`src/rtl/fifo_sync_param.sv`:
```
// Parametrised single-clock FIFO with exact flags, occupancy count and overflow/underflow strobes.
// Define FIFO_FWFT_EN for first-word-fall-through reads; otherwise reads are registered (1-cycle latency).
`timescale 1ns/1ps
module fifo_sync_param #(
    parameter int unsigned DATA_W   = 8,
    parameter int unsigned ADDR_W   = 4,
    parameter int unsigned AF_LEVEL = 14,
    parameter int unsigned AE_LEVEL = 2
) (
    input  logic              i_clk,
    input  logic              i_rst,
    input  logic              i_wr_en,
    input  logic [DATA_W-1:0] i_din,
    input  logic              i_rd_en,
    output logic              o_valid,
    output logic [DATA_W-1:0] o_dout,
    output logic              o_empty,
    output logic              o_full,
    output logic              o_almost_empty,
    output logic              o_almost_full,
    output logic [ADDR_W:0]   o_count,
    output logic              o_overflow,
    output logic              o_underflow
);

    localparam int unsigned     DEPTH    = 2 ** ADDR_W;
    localparam logic [ADDR_W:0] LP_DEPTH = (ADDR_W + 1)'(DEPTH);
    localparam logic [ADDR_W:0] LP_AF    = (ADDR_W + 1)'(AF_LEVEL);
    localparam logic [ADDR_W:0] LP_AE    = (ADDR_W + 1)'(AE_LEVEL);
    localparam logic [ADDR_W:0] LP_ONE   = (ADDR_W + 1)'(1);

    logic [DATA_W-1:0] r_mem [DEPTH];
    logic [ADDR_W:0]   r_wr_ptr;
    logic [ADDR_W:0]   r_rd_ptr;
    logic              r_empty;
    logic              r_full;
    logic              r_ae;
    logic              r_af;
    logic              r_ovf;
    logic              r_udf;

    logic              w_wr_acc;
    logic              w_rd_acc;
    logic [ADDR_W:0]   w_wr_ptr_nxt;
    logic [ADDR_W:0]   w_rd_ptr_nxt;
    logic [ADDR_W:0]   w_count_nxt;

    // Occupancy is the wrap-aware pointer distance; flags are precomputed from the next count.
    always_comb begin
        w_wr_acc     = i_wr_en & ~r_full;
        w_rd_acc     = i_rd_en & ~r_empty;
        w_wr_ptr_nxt = r_wr_ptr + (w_wr_acc ? LP_ONE : '0);
        w_rd_ptr_nxt = r_rd_ptr + (w_rd_acc ? LP_ONE : '0);
        w_count_nxt  = w_wr_ptr_nxt - w_rd_ptr_nxt;
    end

    always_ff @(posedge i_clk or posedge i_rst) begin
        if (i_rst) begin
            r_wr_ptr <= '0;
            r_rd_ptr <= '0;
            r_empty  <= 1'b1;
            r_full   <= 1'b0;
            r_ae     <= 1'b1;
            r_af     <= 1'b0;
            r_ovf    <= 1'b0;
            r_udf    <= 1'b0;
        end else begin
            r_wr_ptr <= w_wr_ptr_nxt;
            r_rd_ptr <= w_rd_ptr_nxt;
            r_empty  <= (w_count_nxt == '0);
            r_full   <= (w_count_nxt == LP_DEPTH);
            r_ae     <= (w_count_nxt <= LP_AE);
            r_af     <= (w_count_nxt >= LP_AF);
            r_ovf    <= i_wr_en & r_full;
            r_udf    <= i_rd_en & r_empty;
        end
    end

    always_ff @(posedge i_clk) begin
        if (w_wr_acc) begin
            r_mem[r_wr_ptr[ADDR_W-1:0]] <= i_din;
        end
    end

`ifdef FIFO_FWFT_EN
    // Head word is shown combinationally from the array; zero while nothing is stored.
    always_comb begin
        o_valid = ~r_empty;
        o_dout  = r_empty ? '0 : r_mem[r_rd_ptr[ADDR_W-1:0]];
    end
`else
    logic              r_valid;
    logic [DATA_W-1:0] r_dout;

    always_ff @(posedge i_clk or posedge i_rst) begin
        if (i_rst) begin
            r_valid <= 1'b0;
            r_dout  <= '0;
        end else begin
            r_valid <= w_rd_acc;
            if (w_rd_acc) begin
                r_dout <= r_mem[r_rd_ptr[ADDR_W-1:0]];
            end
        end
    end

    always_comb begin
        o_valid = r_valid;
        o_dout  = r_dout;
    end
`endif

    always_comb begin
        o_empty        = r_empty;
        o_full         = r_full;
        o_almost_empty = r_ae;
        o_almost_full  = r_af;
        o_count        = r_wr_ptr - r_rd_ptr;
        o_overflow     = r_ovf;
        o_underflow    = r_udf;
    end

endmodule
```
`config.mk`:
```
export PLATFORM = sky130hd
export DESIGN_NAME = fifo_sync_param
export DESIGN_NICKNAME = d
export VERILOG_FILES = /design/src/rtl/fifo_sync_param.sv
export SDC_FILE = /design/constraint.sdc
export NUM_CORES = 1
export LEC_CHECK = 0
export ABC_AREA = 1
export ABC_CLOCK_PERIOD_IN_PS = 5400
export BUFFER_PORTS_ARGS = -buffer_cell sky130_fd_sc_hd__buf_2
export CORE_MARGIN = 2
export CORE_UTILIZATION = 65
export CTS_CLUSTER_SIZE = 40
export DETAILED_ROUTE_END_ITERATION = 8
export HOLD_SLACK_MARGIN = 0.03
export PLACE_DENSITY_LB_ADDON = 0.05
export SYNTH_ARGS = -nofsm -noshare
export SYNTH_HDL_FRONTEND = slang
export SYNTH_SLANG_ARGS = --single-unit
```
`constraint.sdc`:
```
create_clock -name i_clk -period 5.4 [get_ports i_clk]
set_input_delay 0.81 -clock i_clk [delete_from_list [all_inputs] [get_ports i_clk]]
set_output_delay 0.81 -clock i_clk [all_outputs]
set_load 0.02 [all_outputs]
```
==> flow_metrics.py, run 1 <==
metrics = {
    "synth": {
        "synth.area.top_cells": "sky130_fd_sc_hd__edfxtp_1 (59%), sky130_fd_sc_hd__nand2_1 (12%), sky130_fd_sc_hd__dfrtp_1 (8.8%)",
        "netlist-cell-type-count": 26,
        "sequential_fraction_of_the_synthesis_area": 0.684,
        "synth_top_area_frac": 0.588,
        "syn-instance-count": 580,
        "yosys_register_bits": 153,
        "synth.avg_cell_area_um2": 11.3,
        "yosysWarnings": 0,
        "syn-num-nets": 605,
        "synth_area_um2": 6540,
        "synth_top_cell_by_area": "sky130_fd_sc_hd__edfxtp_1",
    },
    "cts": {
        "clock-root-buffer": "sky130_fd_sc_hd__clkbuf_8",
        "path_clk_slew_ns": 0.06,
        "clkLatencyLatePin_ns": 0.53,
        "clock_sinks": 153,
        "cts_inserted_buffers": 17,
        "postCtsSetupBuffers": 0,
        "bufs_on_longest_clock_path": 2,
        "ctsHtreeMaxLevel": 4,
        "cts-hold-fix-buffers": 0,
        "cts_tree": "yes",
        "cts_repair_resize_count": 0,
    },
    "floorplan": {
        "floorplan.io_pins": 32,
        "die_height_um": 104,
        "die_width_um": 104,
        "initial_utilization": 0.669,
        "design.die.area_um2": 10900,
        "placement_row_count": 36,
        "coreArea_um2": 9770,
    },
    "critical_path": {
        "crit_path_cell_chain": "ha_1 > fa_1 > nor2_1 > a211oi_1 > xor2_1 > buf_2",
        "critical_path.max_stage_delay_ns": 0.73,
        "worst_r2r_endpoint": "o_full",
        "critical_path_buffers_and_inverters": 1,
        "worstSetupEndpointType": "output port",
        "cp_num_cells": 6,
        "reg_to_reg_startpoint": "o_empty",
        "crit_path_end": "o_count[4]",
        "critical_path.startpoint_type": "register",
        "crit_family": "flip-flops",
        "critPathRequiredTime_ns": 4.59,
        "setup.reg_to_reg.worst_slack_ns": 2.19,
        "critPathMaxFanout": 30,
        "crit_start": "r_rd_ptr[0]",
        "worst-setup-path-type": "reg -> out",
        "r2r.worst_path.cells": 13,
        "slowest_stage": "sky130_fd_sc_hd__dfrtp_2",
        "worst-endpoint-arrival_ns": 2.51,
    },
    "routing": {
        "first_iter_violations": 505,
        "post-route-drc-count": 0,
        "wl_per_cell_um": 19.5,
        "vias_per_cell": 5.81,
        "route.vias.total": 4376,
        "drtPass1Iterations": 5,
        "wirelength_um": 14700,
        "drt.antenna.violating_nets": 0,
    },
    "sta": {
        "timing.fmax_ghz": 0.301,
        "setup_viol": 0,
        "timing.max_slew.rel_slack": 0.270,
        "rsz0062_at_grt": "no",
        "slew_viol_final": 0,
        "final.setup.tns_ns": 0,
        "fin_crit_sh": 0.614,
        "period_minus_slack_ns": 3.32,
        "tightestPinTransition_ns": 1.09,
        "finalHoldViolations": 0,
        "finClkSkew_ns": 0.00997,
    },
    "power": {
        "total_switching_power_mw": 1.83,
        "total_leakage_power_nw": 3.01,
        "cell_internal_pwr_mw": 2.89,
        "power_frac_comb": 0.382,
        "p_clk_frac": 0.273,
        "design_power_total_mw": 4.72,
        "vdd.ir_drop.worst_mv": 0.324,
        "share_seq_of_total_power": 0.345,
        "pwr_density_cell_nw_per_um2": 642,
        "swShare": 0.388,
    },
    "global_route": {
        "antenna_violations_before_repair": 0,
        "via_count_of_the_first_global_routing_pass": 4397,
        "grt_overflow": 0,
        "gr-usage-all-layers": 0.287,
        "wire_length_of_the_first_global_routing_pass_um": 22900,
        "grt_max_degree": 66,
    },
    "cells_and_area": {
        "layout.cells.most_common": "sky130_fd_sc_hd__nand2_1",
        "register_area_um2": 4470,
        "syn_to_final_growth_pct": 12.4,
        "finalNetCount": 633,
        "post_route_cells_drive_above_1_share": 0.126,
        "antenna-diode-count": 0,
        "top_library_cells_by_usage_in_the_layout_fill_and_taps_aside": "sky130_fd_sc_hd__nand2_1 (213), sky130_fd_sc_hd__edfxtp_1 (128), sky130_fd_sc_hd__nand3_1 (86), sky130_fd_sc_hd__buf_2 (31), sky130_fd_sc_hd__nor2_1 (25)",
        "multi_input_comb_area_um2": 1800,
        "fillerInstances": 645,
    },
    "min_path": {
        "hold_class": "in -> reg",
    },
    "placed_design": {
        "hpwl_um": 9200,
        "place_congestion": 0.867,
        "buffers_added_on_ports": 31,
    },
    "job": {
        "cap_violations": 0,
    },
    "outcome": {
        "run_status": "completed",
    },
}
==> tightest hold or removal path, stage by stage <==
cell                      delay [ns]
sky130_fd_sc_hd__buf_2          0.09
sky130_fd_sc_hd__nand2_1        0.04
sky130_fd_sc_hd__inv_1          0.04
==> power by group through the flow <==
stage	clock (mW)	combinational [mW]	sequential, mW
final	1.29	1.80	1.63
after global routing	1.34	2.00	1.64
after CTS	1.30	1.79	1.62
after detailed placement	0	1.77	1.64
after global placement	0	1.72	1.64
after floorplan	0	1.35	1.60
==> cell type report <==
cell class | count | share of cell area
clock inverters | 14 | 0.0310
well taps | 133 | 0.0226
clock buffers | 17 | 0.0563
flip-flops and latches | 153 | 0.608
multi-input cells | 378 | 0.245
inverters | 24 | 0.0126
repair buffers | 34 | 0.0242
==> Yosys cell counts, drive strengths merged <==
cell	n
ha	11
dfstp	2
nor2	26
xnor2	3
edfxtp	128
dfrtp	23
a211oi	1
a21oi	15
fa	2
or2	1
nand2	213
xor2	12
inv	24
nand3	88
nand3b	3
nand2b	1
buf	25
o21ai	2
==> registers in the layout, summed over array words and instances, names as in the netlist, 5 cells and up <==
name / flops
r_rd_ptr: 5
r_wr_ptr: 5
r_mem: 128
o_dout: 8
==> per-stage QoR <==
| step | area (um^2) | std cells | util | hold slack (ns) | setup WS, ns |
|---|---|---|---|---|---|
| finish | 7350 | 753 | 0.752 | 0.489 | 2.08 |
| global route | 7350 | 753 | 0.752 | 0.485 | 1.85 |
| CTS | 7350 | 753 | 0.752 | 0.471 | 2.07 |
| detailed placement | 6710 | 722 | 0.687 | 0.483 | 1.80 |
| global placement | 6710 | 722 | 0.687 | 0.472 | 2.03 |
| floorplan | 6540 | 580 | - | 0.522 | 2.83 |
==> kinds of logic (layout without fill, tap and decap cells) <==
kind of cell | Yosys count | in the layout | synth area share
buffers and inverters | 49 | 89 | 0.0409
AOI/OAI and AO/OA | 18 | 18 | 0.0142
xor gates and xnor gates | 15 | 15 | 0.0224
and+or+nand+nor | 332 | 332 | 0.212
DFF | 153 | 153 | 0.684
adders and majority gates | 13 | 13 | 0.0272
==> per-layer routing <==
layer	global-route usage	wire length [um]
met5	0	0
met4	0.148	624
met3	0.0614	1060
met2	0.460	7110
met1	0.374	5860
==> worst min path at each step <==
stage / startpoint / end / slack [ns] / depth (start not counted)
4_1_cts: i_rd_en / o_underflow / 0.47 / 3
5_1_grt: i_rd_en / o_underflow / 0.49 / 3
3_5_place_dp: o_full / o_overflow / 0.48 / 2
3_3_place_gp: o_full / o_overflow / 0.47 / 2
2_1_floorplan: o_empty / o_underflow / 0.52 / 2
6_report: i_rd_en / o_underflow / 0.49 / 3
Power figures use the tool's default switching activity.
==> run 2: changes to the inputs <==
--- a/config.mk
+++ b/config.mk
@@ -6,10 +6,10 @@
 export NUM_CORES = 1
 export LEC_CHECK = 0
 export ABC_AREA = 1
-export ABC_CLOCK_PERIOD_IN_PS = 5400
+export ABC_CLOCK_PERIOD_IN_PS = 3200
 export BUFFER_PORTS_ARGS = -buffer_cell sky130_fd_sc_hd__buf_2
 export CORE_MARGIN = 2
-export CORE_UTILIZATION = 65
+export CORE_UTILIZATION = 61
 export CTS_CLUSTER_SIZE = 40
 export DETAILED_ROUTE_END_ITERATION = 8
 export HOLD_SLACK_MARGIN = 0.03
==> constraint.sdc (replaced) <==
create_clock -name i_clk -period 3.2 [get_ports i_clk]
set_input_delay 0.48 -clock i_clk [delete_from_list [all_inputs] [get_ports i_clk]]
set_output_delay 0.48 -clock i_clk [all_outputs]
set_load 0.02 [all_outputs]
==> flow_metrics.py, run 2 (synthesis gave the netlist of run 1 again) <==
metrics = {
    "routing": {
        "wirelength_um": 14000,
        "detail_route.wirelength.met1_um": 5620,
        "amount_of_wire_on_met3_after_detailed_routing_um": 1020,
        "drtPass1Iterations": 5,
        "wl_per_cell_um": 18.4,
        "route.vias.total": 4314,
        "first_iter_violations": 408,
        "uppermost_signal_routing_layer_after_detailed_routing": "met4",
        "vias_per_cell": 5.67,
        "route.met2.wl_um": 6950,
        "post-route-drc-count": 0,
        "drt.antenna.violating_nets": 0,
    },
    "sta": {
        "period_minus_slack_ns": 3.01,
        "setup_viol": 0,
        "hold-worst-slack_ns": 0.158,
        "fin_crit_sh": 0.941,
        "finClkSkew_ns": 0.00866,
        "tightestPinTransition_ns": 0.962,
        "rsz0062_at_grt": "no",
        "timing.max_slew.rel_slack": 0.358,
        "slew_viol_final": 0,
        "finalHoldViolations": 0,
        "final.setup.tns_ns": 0,
        "timing.fmax_ghz": 0.332,
    },
    "cts": {
        "cts_repair_resize_count": 0,
        "cts_inserted_buffers": 17,
        "ctsHtreeMaxLevel": 4,
        "cts-hold-fix-buffers": 0,
        "clkLatencyLatePin_ns": 0.52,
        "path_clk_slew_ns": 0.06,
        "clock-root-buffer": "sky130_fd_sc_hd__clkbuf_8",
        "clock_sinks": 153,
        "postCtsSetupBuffers": 0,
        "bufs_on_longest_clock_path": 2,
        "cts_tree": "yes",
    },
    "global_route": {
        "wire_length_of_the_first_global_routing_pass_um": 21700,
        "gr-usage-all-layers": 0.263,
        "antenna_violations_before_repair": 0,
        "grt_overflow": 0,
        "via_count_of_the_first_global_routing_pass": 4130,
        "grt_max_degree": 65,
    },
    "power": {
        "total_leakage_power_nw": 2.98,
        "vdd.ir_drop.worst_mv": 0.555,
        "pwr_density_cell_nw_per_um2": 1050,
    },
    "cells_and_area": {
        "finalNetCount": 637,
        "syn_to_final_growth_pct": 11.9,
        "multi_input_comb_area_um2": 1800,
        "largest_register_ffs": 128,
        "register_area_um2": 4470,
        "post_route_cells_drive_above_1_share": 0.126,
        "top_library_cells_by_usage_in_the_layout_fill_and_taps_aside": "sky130_fd_sc_hd__nand2_1 (213), sky130_fd_sc_hd__edfxtp_1 (128), sky130_fd_sc_hd__nand3_1 (86), sky130_fd_sc_hd__buf_2 (31), sky130_fd_sc_hd__nor2_1 (25)",
        "fillerInstances": 742,
        "antenna-diode-count": 0,
        "layout.cells.most_common": "sky130_fd_sc_hd__nand2_1",
    },
    "floorplan": {
        "die_width_um": 108,
        "die_height_um": 108,
        "coreArea_um2": 10400,
        "initial_utilization": 0.631,
        "floorplan.io_pins": 32,
        "design.die.area_um2": 11600,
        "placement_row_count": 37,
    },
    "placed_design": {
        "place_congestion": 0.859,
        "hpwl_um": 8950,
        "buffers_added_on_ports": 31,
    },
    "job": {
        "cap_violations": 0,
    },
    "critical_path": {
        "critPathMaxFanout": 21,
        "slowest_stage": "sky130_fd_sc_hd__dfrtp_1",
        "worst-setup-path-type": "reg -> out",
        "crit_path_cell_chain": "inv_2 > ha_1 > nand2_1 > o21ai_0 > xor2_1 > buf_2",
        "critical_path.max_stage_delay_ns": 0.71,
        "critical_path.startpoint_type": "register",
        "worst-endpoint-arrival_ns": 2.53,
        "worstSetupEndpointType": "output port",
        "critPathRequiredTime_ns": 2.72,
    },
    "min_path": {
        "hold_class": "in -> reg",
    },
    "outcome": {
        "run_status": "completed",
    },
}
==> run 2: worst paths after layout <==
path	start	depth (start not counted)	to	slack (ns)
worst max register to register	o_full	10	o_full	0.65
min in group asynchronous	i_rst	2	o_overflow	0.17
worst min-delay path	i_wr_en	3	o_overflow	0.16
worst max-delay path	r_rd_ptr[1]	6	o_count[3]	0.19
worst min register to register	o_dout[0]	2	o_dout[0]	0.48
max in group asynchronous	i_rst	2	r_rd_ptr[0]	2.38
==> run 2: metal layers <==
metal / vias to the layer above / GRT usage
li1: 2030 / -
met1: 2064 / 0.345
met2: 189 / 0.424
met3: 31 / 0.0611
met4: 0 / 0.109
met5: - / 0
==> run 2: cell type report <==
cell class              instances  share of cell area
repair buffers                 38              0.0284
clock buffers                  19              0.0576
multi-input cells             378               0.246
well taps                     136              0.0232
inverters                      24              0.0126
clock inverters                13              0.0209
flip-flops and latches        153               0.611
==> run 2: metrics by stage <==
| stage | worst slack (ns) | instance area [um^2] | power [mW] | instances | utilization |
|---|---|---|---|---|---|
| after floorplan | 0.953 | 6540 | 4.99 | 580 | - |
| after global placement | 0.604 | 6750 | 5.71 | 729 | 0.650 |
| after detailed placement | 0.487 | 6750 | 5.78 | 729 | 0.650 |
| after CTS | 0.155 | 7320 | 7.72 | 761 | 0.706 |
| after global routing | 0.0272 | 7320 | 8.17 | 761 | 0.706 |
| final | 0.188 | 7320 | 7.71 | 761 | 0.706 |
==> run 2: power breakdown <==
part	internal (mW)	switching, mW
combinational	1.00	2.10
clock	1.18	0.749
sequential	2.48	0.199
==> run 2: critical path, delay by kind of cell, from the launching register on <==
family                   cells  cell delay, ns
flip-flops                   1            0.71
adder cells (fa/ha/maj)      1            0.38
XOR/XNOR                     1            0.15
AO/OA/AOI/OAI                1            0.19
buffers and inverters        2            0.53
AND/OR/NAND/NOR              1            0.04
